--- src/rtl/magic_buttons.sv ---
// Magic/Pause button conditioner: sync + debounce, press stretch to a frame strobe, long-Magic reset request (outputs registered, one clk28 after the accepted edge).
// Define MAGIC_BUTTONS_KBD_EN to add keyboard hotkey pulses (kbd_magic/kbd_pause) that set the pending flags directly.
module magic_buttons #(
    parameter int DEBOUNCE_TICKS = 16384,
    parameter int LONG_FRAMES    = 100
) (
    input  logic clk28,
    input  logic rst,
    input  logic ck35,
    input  logic n_int,
    input  logic n_int_next,
    input  logic magic_btn_n,
    input  logic pause_btn_n,
`ifdef MAGIC_BUTTONS_KBD_EN
    input  logic kbd_magic,
    input  logic kbd_pause,
`endif
    output logic magic_button,
    output logic pause_button,
    output logic reset_request
);

    localparam int CW = (DEBOUNCE_TICKS > 1) ? $clog2(DEBOUNCE_TICKS) : 1;
    localparam int FW = $clog2(LONG_FRAMES + 1);
    localparam logic [CW-1:0] DB_LAST     = CW'(DEBOUNCE_TICKS - 1);
    localparam logic [FW-1:0] FRAMES_MAX  = FW'(LONG_FRAMES);
    localparam logic [FW-1:0] FRAMES_LAST = FW'(LONG_FRAMES - 1);

    // Bit 0 is Magic, bit 1 is Pause throughout.
    logic [1:0]    sync1_q, sync2_q;
    logic [1:0]    pressed;
    logic [CW-1:0] db_cnt_q [2];
    logic [CW-1:0] db_cnt_d [2];
    logic [1:0]    stable_q, stable_d;
    logic [1:0]    pend_q, pend_d;
    logic [1:0]    btn_q, btn_d;
    logic [FW-1:0] frame_cnt_q, frame_cnt_d;
    logic          req_q, req_d;
    logic          frame;
    logic [1:0]    kbd_set;

`ifdef MAGIC_BUTTONS_KBD_EN
    assign kbd_set = {kbd_pause, kbd_magic};
`else
    assign kbd_set = 2'b00;
`endif

    assign pressed = ~sync2_q;
    // Same qualifier the NMI controller uses, so a stretched press is always seen.
    assign frame   = n_int & ~n_int_next;

    always_comb begin
        stable_d = stable_q;
        pend_d   = pend_q;
        btn_d    = btn_q;
        db_cnt_d = db_cnt_q;
        for (int b = 0; b < 2; b++) begin
            if (pressed[b] == stable_q[b]) begin
                db_cnt_d[b] = '0;
            end else if (ck35) begin
                if (db_cnt_q[b] == DB_LAST) begin
                    stable_d[b] = pressed[b];
                    db_cnt_d[b] = '0;
                end else begin
                    db_cnt_d[b] = db_cnt_q[b] + 1'b1;
                end
            end

            if ((stable_d[b] & ~stable_q[b]) | kbd_set[b]) begin
                pend_d[b] = 1'b1;
            end else if (frame) begin
                pend_d[b] = 1'b0;
            end

            btn_d[b] = stable_d[b] | pend_d[b];
        end
    end

    always_comb begin
        frame_cnt_d = frame_cnt_q;
        req_d       = 1'b0;
        if (!stable_q[0]) begin
            frame_cnt_d = '0;
        end else if (frame && (frame_cnt_q != FRAMES_MAX)) begin
            frame_cnt_d = frame_cnt_q + 1'b1;
            req_d       = (frame_cnt_q == FRAMES_LAST);
        end
    end

    always_ff @(posedge clk28 or posedge rst) begin
        if (rst) begin
            sync1_q     <= 2'b11;
            sync2_q     <= 2'b11;
            stable_q    <= 2'b00;
            pend_q      <= 2'b00;
            btn_q       <= 2'b00;
            frame_cnt_q <= '0;
            req_q       <= 1'b0;
            for (int b = 0; b < 2; b++) begin
                db_cnt_q[b] <= '0;
            end
        end else begin
            sync1_q     <= {pause_btn_n, magic_btn_n};
            sync2_q     <= sync1_q;
            stable_q    <= stable_d;
            pend_q      <= pend_d;
            btn_q       <= btn_d;
            frame_cnt_q <= frame_cnt_d;
            req_q       <= req_d;
            for (int b = 0; b < 2; b++) begin
                db_cnt_q[b] <= db_cnt_d[b];
            end
        end
    end

    assign magic_button  = btn_q[0];
    assign pause_button  = btn_q[1];
    assign reset_request = req_q;

endmodule

--- config.mk ---
export PLATFORM = sky130hd
export DESIGN_NAME = magic_buttons
export DESIGN_NICKNAME = d
export VERILOG_FILES = /design/src/rtl/magic_buttons.sv
export SDC_FILE = /design/constraint.sdc
export NUM_CORES = 1
export LEC_CHECK = 0
export ABC_CLOCK_PERIOD_IN_PS = 2100
export CAP_MARGIN = 0
export CORE_ASPECT_RATIO = 1.75
export CORE_MARGIN = 2
export CORE_UTILIZATION = 60
export DETAILED_ROUTE_END_ITERATION = 6
export PLACE_DENSITY = 0.82
export SLEW_MARGIN = 20
export SYNTH_ARGS = -nofsm -noshare
export SYNTH_HDL_FRONTEND = slang
export SYNTH_SLANG_ARGS = --single-unit
--- constraint.sdc ---
create_clock -name clk28 -period 2.1 [get_ports clk28]
set_input_delay 0.315 -clock clk28 [delete_from_list [all_inputs] [get_ports clk28]]
set_output_delay 0.315 -clock clk28 [all_outputs]
set_load 0.01 [all_outputs]
==> metrics.md <==
| Metric | Value |
|---|---|
| Status | `finished, final reports clean` |
| Final setup viols | `0` |
| Final ANT Viol Nets | `0` |
| Sequential area share after synthesis | `0.495` |
| CTS buffer count | `5` |
| Finished Layout Cells | `296` |
| PortBufs | `9` |
| Ys Warns | `0` |
| CTS Hold Buffers Added | `0` |
| Area delta synth->final | `12.7%` |
| Synth unique cells | `52` |
| CP required | `2.27 ns` |
| Via/cell ratio | `6.10` |
| Synth top area share | `0.450` |
| PD cells | `585 nW/µm²` |
| Avg WL per Cell | `15.1 µm` |
| Core Region | `3790 µm²` |
| Diode count | `0` |
| CTS resizes | `0` |
| Post-route setup TNS | `0 ns` |
| Post CTS Setup Buffer Count | `0` |
| Least-Margin Pin Slew | `0.502 ns` |
| RSZ-0062 raised after global routing | `false` |
| Die X | `51.1 µm` |
| Slowest cell on crit path | `or4b_1` |
| Post-Syn Area | `2330 µm²` |
| Filler cell count | `306` |
| Placed insts | `288` |
| Vias in the first global route | `1816` |
| CTS Sinks | `46` |
| Largest net degree at the start of global routing | `47` |
| Leak | `1.08 nW` |
| First-pass GRT wire length | `7.83 mm` |
| Post-synth EDFFs | `0` |
| Total grt overflow | `0` |
| DRC viols | `0` |
| Clock buffer depth | `2` |
| Initial antenna violation count | `0` |
| Asr flop ratio synth | `1.00` |
| Peak supply drop | `0.000548 V` |
| Max-Cap Viols | `0` |
| DR vias | `1805` |
| Worst path max stage delay | `0.60 ns` |
| DP HPWL | `3.28 mm` |
| Crit-path max FO | `10` |
| Final min period | `1.90 ns` |
| First-pass DRT Iterations | `4` |
| Min-delay worst type | `flop to flop` |
| Synth area leaders | `dfrtp_1 45%, xor2_1 4.9%, dfstp_2 4.5%, nor2_1 3.9%, nand4_1 2.7%` |
| Die area | `4420 µm²` |
| Row cnt | `30` |
| Total Routing Usage GR | `0.232` |
| Tcrit/Tclk final | `0.906` |
| Switching share of power | `0.228` |
| Clk pin slew, worst setup/hold paths | `0.08 ns` |
| CTS tree | `built` |
| Share of power burned in combinational logic | `0.074` |
| Root buf cell | `clkbuf_8` |
| Pint | `1.19 mW` |
| CP startpoint kind | `flop` |
| Final hold vios | `0` |
| Avg Inst Size Synth | `10.3 µm²` |
| Worst setup path class | `flop to flop` |
| Final GP Congestion | `0.909` |
| Critical path data arrival time | `2.07 ns` |
| Psw | `0.351 mW` |
| Clock Skew | `0.00837 ns` |
| Worst path top cell family by delay | `simple AND/OR/NAND/NOR gates` |
| Seq pwr share | `0.598` |
| Prevailing post-synth register cell | `dfrtp_1` |
| Crit-path cells | `ha_1, nand4_1, or4b_1, nand2_1, nor2_1` |
| Clock share of power | `0.328` |
| Critical Path End Type | `flop` |
| Share of cells above drive strength 1 | `0.117` |
| H-Tree Depth | `2` |
| Initial Util | `0.616` |
| Drt initial violations | `36` |
| Largest area contributor in the netlist | `dfrtp_1` |
| DRT Wirelength | `4.48 mm` |
| Later-pin clock latency in the skew report | `0.30 ns` |
| Max Fclk | `525 MHz` |
| Yosys reg bits | `46` |
| Final nets | `258` |
| Crit path buffers/inverters | `0` |
| Synth Instances | `227` |
| Num ports | `10` |
| Syn nets | `238` |
| Vert. Die Dim | `86.5 µm` |
| Max-slew violations | `0` |
| Worst slew margin | `0.657` |
## worst reg2reg max path, cell delays in order (launching register included)
cell     delay [ns]
dfrtp_1        0.41
ha_1           0.25
nand4_1        0.13
or4b_1         0.60
nand2_1        0.31
nor2_1         0.09
## cells by family after synthesis
kind of cell             synth area share
AO/OA/AOI/OAI                       0.142
buffers and inverters              0.0241
flip-flops                          0.495
XOR/XNOR                           0.0890
AND/OR/NAND/NOR                     0.219
multiplexers                      0.00912
adder cells (fa/ha/maj)            0.0214
## cell type report
type,count,area (µm²),share of cell area
inverter,7,26.3,0.0100
timing repair buffer,20,185,0.0704
sequential,46,1160,0.440
clock buffer,8,80.1,0.0305
multi-input combinational,167,1120,0.426
tap,48,60.1,0.0228
## layout by cell type, fill, tap and decap left out, drive strengths merged, types with 5 or more instances in the layout
master | netlist | final
nand3 | 9 | 9
clkbuf | 5 | 8
dfrtp | 42 | 42
clkdlybuf4s50 | 0 | 9
xnor2 | 7 | 7
o21ai | 13 | 13
nand4 | 11 | 11
nor2 | 24 | 24
or3 | 7 | 7
xor2 | 15 | 15
inv | 7 | 7
o211ai | 5 | 5
buf | 2 | 11
a21oi | 10 | 10
nand2 | 14 | 14
## Yosys cell counts (5+ instances only)
master    instances
nand2_1          14
o211ai_1          5
a21oi_1          10
dfrtp_1          42
nand4_1          10
xnor2_1           7
o21ai_0          11
or3_1             7
inv_1             7
nor2_1           24
xor2_1           13
nand3_1           9
## per-stage QoR
stage | instance area (µm²) | hold WS, ns | total power, mW | util | setup slack [ns]
after floorplan | 2330 | 0.319 | 0.996 | - | 0.359
after global placement | 2550 | 0.346 | 1.05 | 0.672 | 0.0752
after detailed placement | 2550 | 0.347 | 1.05 | 0.672 | 0.0589
after CTS | 2630 | 0.353 | 1.56 | 0.693 | 0.202
after global routing | 2630 | 0.367 | 1.60 | 0.693 | 0.107
final | 2630 | 0.350 | 1.54 | 0.693 | 0.196
## state kept, by name (all words and copies together) (netlist names)
signal / cells
pend_q: 2
reset_request: 1
btn_q: 2
sync1_q: 2
sync2_q: 2
stable_q: 2
db_cnt_q: 28
frame_cnt_q: 7
## power by group through the flow
stage / Sequential, mW / Combinational [mW] / Clock (mW)
after floorplan: 0.932 / 0.0634 / 0
after global placement: 0.937 / 0.112 / 0
after detailed placement: 0.937 / 0.114 / 0
after CTS: 0.920 / 0.115 / 0.524
after global routing: 0.923 / 0.125 / 0.553
final: 0.920 / 0.114 / 0.504
## final timing paths
check | slack (ns) | cells past startpoint | endpoint | from
max | 0.20 | 5 | db_cnt_q[24] | db_cnt_q[14]
min | 0.35 | 0 | sync2_q[0] | sync1_q[0]
max reg2reg | 0.20 | 5 | db_cnt_q[24] | db_cnt_q[14]
min reg2reg | 0.35 | 0 | sync2_q[0] | sync1_q[0]
max in group asynchronous | 1.46 | 3 | sync1_q[1] | rst
min in group asynchronous | 0.36 | 3 | db_cnt_q[13] | rst
## metal layers
| layer | share of wire | GRT usage |
|---|---|---|
| met2 | 0.55 | 0.405 |
| met5 | 0 | 0 |
| met4 | 0.025 | 0.113 |
| met1 | 0.40 | 0.266 |
| met3 | 0.024 | 0.0431 |
(Power assumes the default switching activity.)
